==> config.mk <==
export PLATFORM = sky130hd
export DESIGN_NAME = params_loader_flat
export DESIGN_NICKNAME = d
export VERILOG_FILES = /design/src/rtl/params_loader_pkg.sv /design/src/rtl/params_loader_if.sv /design/src/rtl/params_loader.sv /design/src/flat_wrapper.sv
export SDC_FILE = /design/constraint.sdc
export NUM_CORES = 1
export LEC_CHECK = 0
export CAP_MARGIN = 10
export CORE_UTILIZATION = 43
export CTS_CLUSTER_SIZE = 24
export DETAILED_ROUTE_END_ITERATION = 6
export PLACE_DENSITY = 0.88
export SLEW_MARGIN = 20
export SYNTH_ARGS = -nofsm -noshare
export SYNTH_HDL_FRONTEND = slang
export SYNTH_SLANG_ARGS = --single-unit
==> constraint.sdc <==
create_clock -name clk -period 3.13 [get_ports clk]
set_input_delay 0.313 -clock clk [delete_from_list [all_inputs] [get_ports clk]]
set_output_delay 0.313 -clock clk [all_outputs]
set_load 0.1 [all_outputs]
==> src/rtl/params_loader_pkg.sv <==
// Shared types and fixed-point helpers for the parameter loader and parameters memory.
// PARAMS_LOADER_READBACK_EN (in params_loader) relies on quantize() defined here.
package params_loader_pkg;

    localparam int CIM_PARAMS_BANK_SIZE_NUM_WORD = 15872;
    localparam int TOTAL_WORDS = 2 * CIM_PARAMS_BANK_SIZE_NUM_WORD;
    localparam int ADDR_W = $clog2(TOTAL_WORDS);
    localparam int LEN_W = $clog2(TOTAL_WORDS + 1);
    localparam int CFX_W = 22;
    localparam int PRM_W = 16;
    localparam int EXT_W = CFX_W + 5;
    localparam int PRM_MAX = 2 ** (PRM_W - 1) - 1;
    localparam int PRM_MIN = -(2 ** (PRM_W - 1));

    typedef logic [ADDR_W-1:0] ParamAddr_t;
    typedef logic [LEN_W-1:0] ParamLen_t;
    typedef logic signed [CFX_W-1:0] CompFx_t;
    typedef logic signed [PRM_W-1:0] Param_t;

    // FX_n_X: n integer bits (incl. sign) in a 16-bit word; CompFx_t has 10 fraction bits
    typedef enum logic [2:0] {
        PARAMS_FX_2_X,
        PARAMS_FX_3_X,
        PARAMS_FX_4_X,
        PARAMS_FX_5_X,
        PARAMS_FX_6_X
    } FxFormatParams_t;

    typedef enum logic [2:0] {
        PL_IDLE,
        PL_LOAD,
        PL_RB_ISSUE,
        PL_RB_DRAIN,
        PL_RB_CHECK,
        PL_FINISH
    } ParamLoaderState_t;

    function automatic logic [2:0] param_shift(FxFormatParams_t fmt);
        unique case (fmt)
            PARAMS_FX_2_X: return 3'd4;
            PARAMS_FX_3_X: return 3'd3;
            PARAMS_FX_4_X: return 3'd2;
            PARAMS_FX_5_X: return 3'd1;
            default:       return 3'd0;
        endcase
    endfunction

    function automatic Param_t cast_to_Param_t(CompFx_t x, FxFormatParams_t fmt);
        logic signed [EXT_W-1:0] w;
        w = EXT_W'(x) <<< param_shift(fmt);
        if (w > EXT_W'(PRM_MAX)) return Param_t'(PRM_MAX);
        if (w < EXT_W'(PRM_MIN)) return Param_t'(PRM_MIN);
        return Param_t'(w[PRM_W-1:0]);
    endfunction

    function automatic CompFx_t cast_to_CompFx_t(Param_t p, FxFormatParams_t fmt);
        CompFx_t e;
        e = CompFx_t'(p);
        return e >>> param_shift(fmt);
    endfunction

    function automatic CompFx_t quantize(CompFx_t x, FxFormatParams_t fmt);
        return cast_to_CompFx_t(cast_to_Param_t(x, fmt), fmt);
    endfunction

endpackage

==> src/rtl/params_loader_if.sv <==
// Parameters memory write and read channels.
// The loader holds the master side of both; the memory holds the slave side.
interface params_wr_if;
    import params_loader_pkg::*;

    logic            en;
    logic            chip_en;
    ParamAddr_t      addr;
    CompFx_t         data;
    FxFormatParams_t format;

    modport master (output en, chip_en, addr, data, format);
    modport slave  (input  en, chip_en, addr, data, format);
endinterface

interface params_rd_if;
    import params_loader_pkg::*;

    logic            en;
    ParamAddr_t      addr;
    FxFormatParams_t format;
    CompFx_t         data;

    modport master (output en, addr, format, input  data);
    modport slave  (input  en, addr, format, output data);
endinterface

==> src/rtl/params_loader.sv <==
// Streams a block of CompFx_t words into parameters memory at consecutive addresses.
// Define PARAMS_LOADER_READBACK_EN to re-read the block and flag XOR-checksum mismatches on err.
module params_loader
    import params_loader_pkg::*;
(
    input  logic            clk,
    input  logic            rst,
    input  logic            start,
    input  ParamAddr_t      base_addr,
    input  ParamLen_t       len,
    input  FxFormatParams_t format,
    input  logic            in_valid,
    input  CompFx_t         in_data,
    output logic            in_ready,
    params_wr_if.master     write,
    params_rd_if.master     read,
    output logic            busy,
    output logic            done,
    output logic            err
);

    ParamLoaderState_t state_q, state_d;
    ParamAddr_t        addr_q, addr_d;
    ParamLen_t         cnt_q, cnt_d;
    FxFormatParams_t   fmt_q, fmt_d;
    logic              in_ready_q, in_ready_d;
    logic              busy_q, busy_d;
    logic              done_q, done_d;
    logic              err_q, err_d;
    logic              wen_q, wen_d;
    ParamAddr_t        waddr_q, waddr_d;
    CompFx_t           wdata_q, wdata_d;
    FxFormatParams_t   wfmt_q, wfmt_d;

    logic              xfer;
    logic [LEN_W:0]    end_addr;
    logic              range_err;

`ifdef PARAMS_LOADER_READBACK_EN
    logic              ren_q, ren_d;
    logic              ren_prev_q, ren_prev_d;
    ParamAddr_t        raddr_q, raddr_d;
    ParamAddr_t        rptr_q, rptr_d;
    ParamLen_t         rcnt_q, rcnt_d;
    CompFx_t           exp_q, exp_d;
    CompFx_t           act_q, act_d;
`endif

    always_comb begin
        state_d    = state_q;
        addr_d     = addr_q;
        cnt_d      = cnt_q;
        fmt_d      = fmt_q;
        in_ready_d = in_ready_q;
        busy_d     = busy_q;
        done_d     = 1'b0;
        err_d      = err_q;
        wen_d      = 1'b0;
        waddr_d    = waddr_q;
        wdata_d    = wdata_q;
        wfmt_d     = wfmt_q;
        xfer       = in_valid & in_ready_q;
        // one bit wider than len so base+len cannot wrap
        end_addr   = (LEN_W+1)'(base_addr) + (LEN_W+1)'(len);
        range_err  = end_addr > (LEN_W+1)'(TOTAL_WORDS);
`ifdef PARAMS_LOADER_READBACK_EN
        ren_d      = 1'b0;
        ren_prev_d = ren_q;
        raddr_d    = raddr_q;
        rptr_d     = rptr_q;
        rcnt_d     = rcnt_q;
        exp_d      = exp_q;
        act_d      = ren_prev_q ? (act_q ^ read.data) : act_q;
`endif
        unique case (state_q)
            PL_IDLE: begin
                if (start) begin
                    err_d = range_err;
                    if (range_err || len == '0) begin
                        done_d = 1'b1;
                    end else begin
                        state_d    = PL_LOAD;
                        addr_d     = base_addr;
                        cnt_d      = len;
                        fmt_d      = format;
                        in_ready_d = 1'b1;
                        busy_d     = 1'b1;
`ifdef PARAMS_LOADER_READBACK_EN
                        rptr_d     = base_addr;
                        rcnt_d     = len;
                        exp_d      = '0;
                        act_d      = '0;
`endif
                    end
                end
            end
            PL_LOAD: begin
                if (xfer) begin
                    wen_d   = 1'b1;
                    waddr_d = addr_q;
                    wdata_d = in_data;
                    wfmt_d  = fmt_q;
                    addr_d  = addr_q + ParamAddr_t'(1);
                    cnt_d   = cnt_q - ParamLen_t'(1);
                    if (cnt_q == ParamLen_t'(1)) in_ready_d = 1'b0;
`ifdef PARAMS_LOADER_READBACK_EN
                    exp_d   = exp_q ^ quantize(in_data, fmt_q);
`endif
                end else if (cnt_q == '0) begin
`ifdef PARAMS_LOADER_READBACK_EN
                    state_d = PL_RB_ISSUE;
`else
                    state_d = PL_FINISH;
                    done_d  = 1'b1;
`endif
                end
            end
`ifdef PARAMS_LOADER_READBACK_EN
            PL_RB_ISSUE: begin
                ren_d   = 1'b1;
                raddr_d = rptr_q;
                rptr_d  = rptr_q + ParamAddr_t'(1);
                rcnt_d  = rcnt_q - ParamLen_t'(1);
                if (rcnt_q == ParamLen_t'(1)) state_d = PL_RB_DRAIN;
            end
            PL_RB_DRAIN: begin
                state_d = PL_RB_CHECK;
            end
            PL_RB_CHECK: begin
                // act_d already folds in the final returning word
                err_d   = err_q | (act_d != exp_q);
                state_d = PL_FINISH;
                done_d  = 1'b1;
            end
`endif
            PL_FINISH: begin
                busy_d  = 1'b0;
                state_d = PL_IDLE;
            end
            default: begin
                state_d = PL_IDLE;
            end
        endcase
    end

    always_ff @(posedge clk) begin
        if (rst) begin
            state_q    <= PL_IDLE;
            addr_q     <= '0;
            cnt_q      <= '0;
            fmt_q      <= PARAMS_FX_2_X;
            in_ready_q <= 1'b0;
            busy_q     <= 1'b0;
            done_q     <= 1'b0;
            err_q      <= 1'b0;
            wen_q      <= 1'b0;
            waddr_q    <= '0;
            wdata_q    <= '0;
            wfmt_q     <= PARAMS_FX_2_X;
`ifdef PARAMS_LOADER_READBACK_EN
            ren_q      <= 1'b0;
            ren_prev_q <= 1'b0;
            raddr_q    <= '0;
            rptr_q     <= '0;
            rcnt_q     <= '0;
            exp_q      <= '0;
            act_q      <= '0;
`endif
        end else begin
            state_q    <= state_d;
            addr_q     <= addr_d;
            cnt_q      <= cnt_d;
            fmt_q      <= fmt_d;
            in_ready_q <= in_ready_d;
            busy_q     <= busy_d;
            done_q     <= done_d;
            err_q      <= err_d;
            wen_q      <= wen_d;
            waddr_q    <= waddr_d;
            wdata_q    <= wdata_d;
            wfmt_q     <= wfmt_d;
`ifdef PARAMS_LOADER_READBACK_EN
            ren_q      <= ren_d;
            ren_prev_q <= ren_prev_d;
            raddr_q    <= raddr_d;
            rptr_q     <= rptr_d;
            rcnt_q     <= rcnt_d;
            exp_q      <= exp_d;
            act_q      <= act_d;
`endif
        end
    end

    assign in_ready      = in_ready_q;
    assign busy          = busy_q;
    assign done          = done_q;
    assign err           = err_q;
    assign write.en      = wen_q;
    assign write.chip_en = 1'b1;
    assign write.addr    = waddr_q;
    assign write.data    = wdata_q;
    assign write.format  = wfmt_q;

`ifdef PARAMS_LOADER_READBACK_EN
    assign read.en     = ren_q;
    assign read.addr   = raddr_q;
    assign read.format = fmt_q;
`else
    logic unused_rd_data;
    assign read.en        = 1'b0;
    assign read.addr      = '0;
    assign read.format    = PARAMS_FX_2_X;
    assign unused_rd_data = ^read.data;
`endif

endmodule

==> src/flat_wrapper.sv <==
// flat-port wrapper written by rule: the top's interface ports become plain ports
module params_loader_flat import params_loader_pkg::*;
  (clk, rst, start, base_addr, len, format, in_valid, in_data, in_ready, busy, done, err, write_en, write_chip_en, write_addr, write_data, write_format, read_en, read_addr, read_format, read_data);
  params_wr_if write_i ();
  params_rd_if read_i ();
  input  logic clk;
  input  logic rst;
  input  logic start;
  input  ParamAddr_t base_addr;
  input  ParamLen_t len;
  input  FxFormatParams_t format;
  input  logic in_valid;
  input  CompFx_t in_data;
  output logic in_ready;
  output logic busy;
  output logic done;
  output logic err;
  output wire logic [$bits(write_i.en)-1:0] write_en;
  output wire logic [$bits(write_i.chip_en)-1:0] write_chip_en;
  output wire logic [$bits(write_i.addr)-1:0] write_addr;
  output wire logic [$bits(write_i.data)-1:0] write_data;
  output wire logic [$bits(write_i.format)-1:0] write_format;
  output wire logic [$bits(read_i.en)-1:0] read_en;
  output wire logic [$bits(read_i.addr)-1:0] read_addr;
  output wire logic [$bits(read_i.format)-1:0] read_format;
  input wire logic [$bits(read_i.data)-1:0] read_data;
  assign write_en = write_i.en;
  assign write_chip_en = write_i.chip_en;
  assign write_addr = write_i.addr;
  assign write_data = write_i.data;
  assign write_format = write_i.format;
  assign read_en = read_i.en;
  assign read_addr = read_i.addr;
  assign read_format = read_i.format;
  assign read_i.data = read_data;
  params_loader u_core (.clk(clk), .rst(rst), .start(start), .base_addr(base_addr), .len(len), .format(format), .in_valid(in_valid), .in_data(in_data), .in_ready(in_ready), .write(write_i), .read(read_i), .busy(busy), .done(done), .err(err));
endmodule
==> impl_metrics.yaml, run 1 <==
yosys:
  synth-edff-count: 0
  synth-seq-area-share_pct: 34.3
  synth_area_leaders: "dfxtp_1 (34%), nand2_1 (9.3%), a21oi_1 (8.8%), ha_1 (4.8%), nor2_1 (3.9%)"
  ys_types: 64
  syn_area_mm2: 0.00467
  yosys.area.top_type: "dfxtp_1"
  async_flop_share_pct: 0
  syn_inst: 611
  synth_seq_cells: 80
  synth_top_cell_area_share_pct: 34.3
  synth-main-ff-cell: "dfxtp_1"
  syn_area_per_cell_um2: 7.64
  yosysWarnings: 0
run:
  cap_violations: 0
timing:
  tightest_slew_ps: 993
  setup_viol: 17
  finClkSkew_ps: 11.0
  fin_crit_sh_pct: 105
  hold_viol: 0
  drv_slew: 0
  worst_slack_ps: -141
  slew_headroom_pct: 33.6
  max_freq_mhz: 306
  period_minus_slack_ps: 3270
worst_hold_path:
  hold_path_end: "u_core.addr_q[0]$_SDFFE_PP0P_"
  hold_path_class: "in2reg"
  whs_path_depth: 3
  hold_start: "base_addr[0]"
route:
  drc: 0
  wl_mm: 17.2
  dr.pass1.iters: 7
  first_iter_violations: 537
  via_per_inst: 6.00
  ant_nets: 0
  routedWlPerCell_um: 18.6
  vias: 5552
critical_path:
  reg2regPathDepth: 7
  path_common_cell: "buf_4"
  max_stage_delay_ps: 530
  r2r-start: "u_core.cnt_q[6]$_SDFFE_PP0P_"
  slowest_stage: "clkdlybuf4s50_1"
  cp.arrival_ps: 3490
  critPathKind: "in2reg"
  r2r_slack_ps: 410
  crit_path_cell_trace: "clkdlybuf4s50_1 -> ha_1 -> and4_1 -> buf_4 -> nand2_1 -> o22ai_1 -> nor3_1 -> nand4_1 -> buf_4 -> o41a_4 -> buf_12 -> nor3_4 -> nor3_2"
  critPathMaxFanout: 7
  cp-end-kind: "flip-flop"
  start_kind: "input port"
  r2r_end: "u_core.cnt_q[14]$_SDFFE_PP0P_"
  required_ps: 3340
finish:
  post-route-util_pct: 68.6
  final_common_cell: "nand2_1"
  antenna_cells: 0
  final_cells: 926
  fillers: 774
  synthToLayoutAreaGrowth_pct: 52.9
  drive_gt1_share_pct: 23.7
  mostFrequentLayoutCells: "nand2_1 (116), buf_4 (87), clkdlybuf4s50_1 (85)"
  fin_nets: 885
floorplan:
  core-area_mm2: 0.0104
  rows: 37
  dieArea_mm2: 0.0113
  ios: 146
  start_util_pct: 44.8
  dieWidth_um: 106
  die_h_um: 106
clock_tree:
  cts_num_sinks: 80
  cts_tree: "done"
  cts.path.max_buffers: 2
  clk_pin_slew_ps: 90
  root_buffer: "clkbuf_8"
  clk_latency_ps: 360
  cts_max_level: 3
  cts_made_buffers: 9
outcome:
  status: "finished with violations"
  violations: "negative setup slack"
global_routing:
  antenna_found_initial: 0
  overflow: 0
  grt_pass1_wl_mm: 25.3
  first_global_vias: 5372
  track_usage_pct: 27.9
  grt_max_degree: 77
pwr:
  leakage_nw: 2.80
  p_total_mw: 3.28
  ir_drop_uv: 373
  powerDensity_mw_per_mm2: 460
place:
  portBuffers: 103
  dp.cells: 892
  place.gp.congestion: 0.874
  dp_hpwl_mm: 10.6
## area by class of cell
type | instances | area (um^2) | area share, %
inverter | 9 | 33.8 | 0.473
multi-input combinational | 484 | 3250 | 45.5
tap | 136 | 170 | 2.38
sequential | 80 | 1600 | 22.4
clock buffer | 11 | 141 | 1.98
timing repair buffer | 201 | 1880 | 26.4
clock inverter | 5 | 63.8 | 0.893
## worst max-delay path, delay by kind of cell
family | cells | cell delay, ps
compound gates | 2 | 580
fa+ha+maj | 1 | 430
buf+inv | 4 | 1040
simple gates | 6 | 1100
## what timing repair did
action                                  CTS  global route
pin swaps                                25            20
resized for setup                        37            67
setup buffers                            10             3
cloned                                    4             1
hold buffers                              0             0
endpoints found under the setup margin   33            38
## cells in the mapped netlist (all sizes together) (3+ instances only)
cell / n
nand2: 116
o31ai: 3
nor2b: 6
nand2b: 3
mux2i: 5
xnor2: 7
a22oi: 10
nor4: 8
o21ai: 15
o21a: 5
dfxtp: 80
a21o: 4
nor2: 48
a21oi: 82
clkbuf: 25
buf: 31
or3: 5
inv: 9
nand4: 3
xor2: 3
o22ai: 3
and3: 11
nand3: 15
a31oi: 4
a221oi: 11
o32ai: 10
ha: 18
a211o: 3
a211oi: 5
nor3: 29
## registers in the layout, indices dropped and copies added, names as in the netlist, 2 cells and up
signal and cells:
u_core.write.format 3, u_core.fmt_q 3, u_core.write.data 22, u_core.write.addr 15, u_core.addr_q 15, u_core.cnt_q 15
u_core.state_q 2
## layer usage
metal  routed length (um)  vias to the layer above  global-route usage (%)
met5                    0                        -                       0
met4                 1240                        0                    17.3
met3                 1740                      103                    6.07
met2                 7940                      404                    46.6
met1                 6290                     2529                    32.4
li1                     -                     2516                       -
## worst max path at each step
stage / slack, ps / to / startpoint / cells past startpoint
finish: -140 / u_core.cnt_q[9]$_SDFFE_PP0P_ / base_addr[8] / 13
global route: -150 / u_core.cnt_q[9]$_SDFFE_PP0P_ / base_addr[0] / 14
CTS: 2 / u_core.cnt_q[3]$_SDFFE_PP0P_ / base_addr[3] / 13
detailed placement: -550 / u_core.addr_q[2]$_SDFFE_PP0P_ / len[0] / 13
global placement: -470 / u_core.addr_q[2]$_SDFFE_PP0P_ / base_addr[0] / 13
floorplan: 130 / u_core.addr_q[11]$_SDFFE_PP0P_ / base_addr[0] / 11
## power breakdown
| part | switching (mW) | internal, mW | total [mW] |
|---|---|---|---|
| Sequential | 0.0820 | 1.08 | 1.16 |
| Clock | 0.394 | 0.396 | 0.791 |
| Combinational | 0.787 | 0.543 | 1.33 |
| Total | 1.26 | 2.02 | 3.28 |
## kinds of logic (layout without fill, tap and decap cells)
logic type      Yosys count  after routing  share of synthesized area (%)
simple gates            252            252                           24.6
compound gates          177            177                           25.1
flops                    80             80                           34.3
buf+inv                  65            226                           7.37
fa+ha+maj                19             19                           5.25
xor+xnor                 10             10                           1.88
mux                       6              6                           1.31
other cells               2             20                          0.161
## stage by stage
stage	area (um^2)	TNS [ps]	setup WS (ps)	hold slack (ps)
CTS	6810	0	2.03	373
finish	7140	-604	-141	222
detailed placement	6260	-17140	-546	445
global route	7140	-1520	-151	233
floorplan	4740	0	133	432
global placement	6260	-15180	-473	438
No activity file was read; power rests on OpenSTA's default activity.
==> run 2: changes to the inputs <==
--- a/config.mk
+++ b/config.mk
@@ -9,6 +9,7 @@
 export CORE_UTILIZATION = 43
 export CTS_CLUSTER_SIZE = 24
 export DETAILED_ROUTE_END_ITERATION = 6
+export GPL_ROUTABILITY_DRIVEN = 1
 export PLACE_DENSITY = 0.88
 export SLEW_MARGIN = 20
 export SYNTH_ARGS = -nofsm -noshare
==> results of run 2 <==
Same layout as run 1: the final DEF is identical, and so are final timing and power.
==> run 3: changes to the inputs <==
--- a/config.mk
+++ b/config.mk
@@ -7,7 +7,6 @@
 export LEC_CHECK = 0
 export CAP_MARGIN = 10
 export CORE_UTILIZATION = 43
-export CTS_CLUSTER_SIZE = 24
 export DETAILED_ROUTE_END_ITERATION = 6
 export GPL_ROUTABILITY_DRIVEN = 1
 export PLACE_DENSITY = 0.88
==> results of run 3 <==
Same layout as run 1: the final DEF is identical, and so are final timing and power.
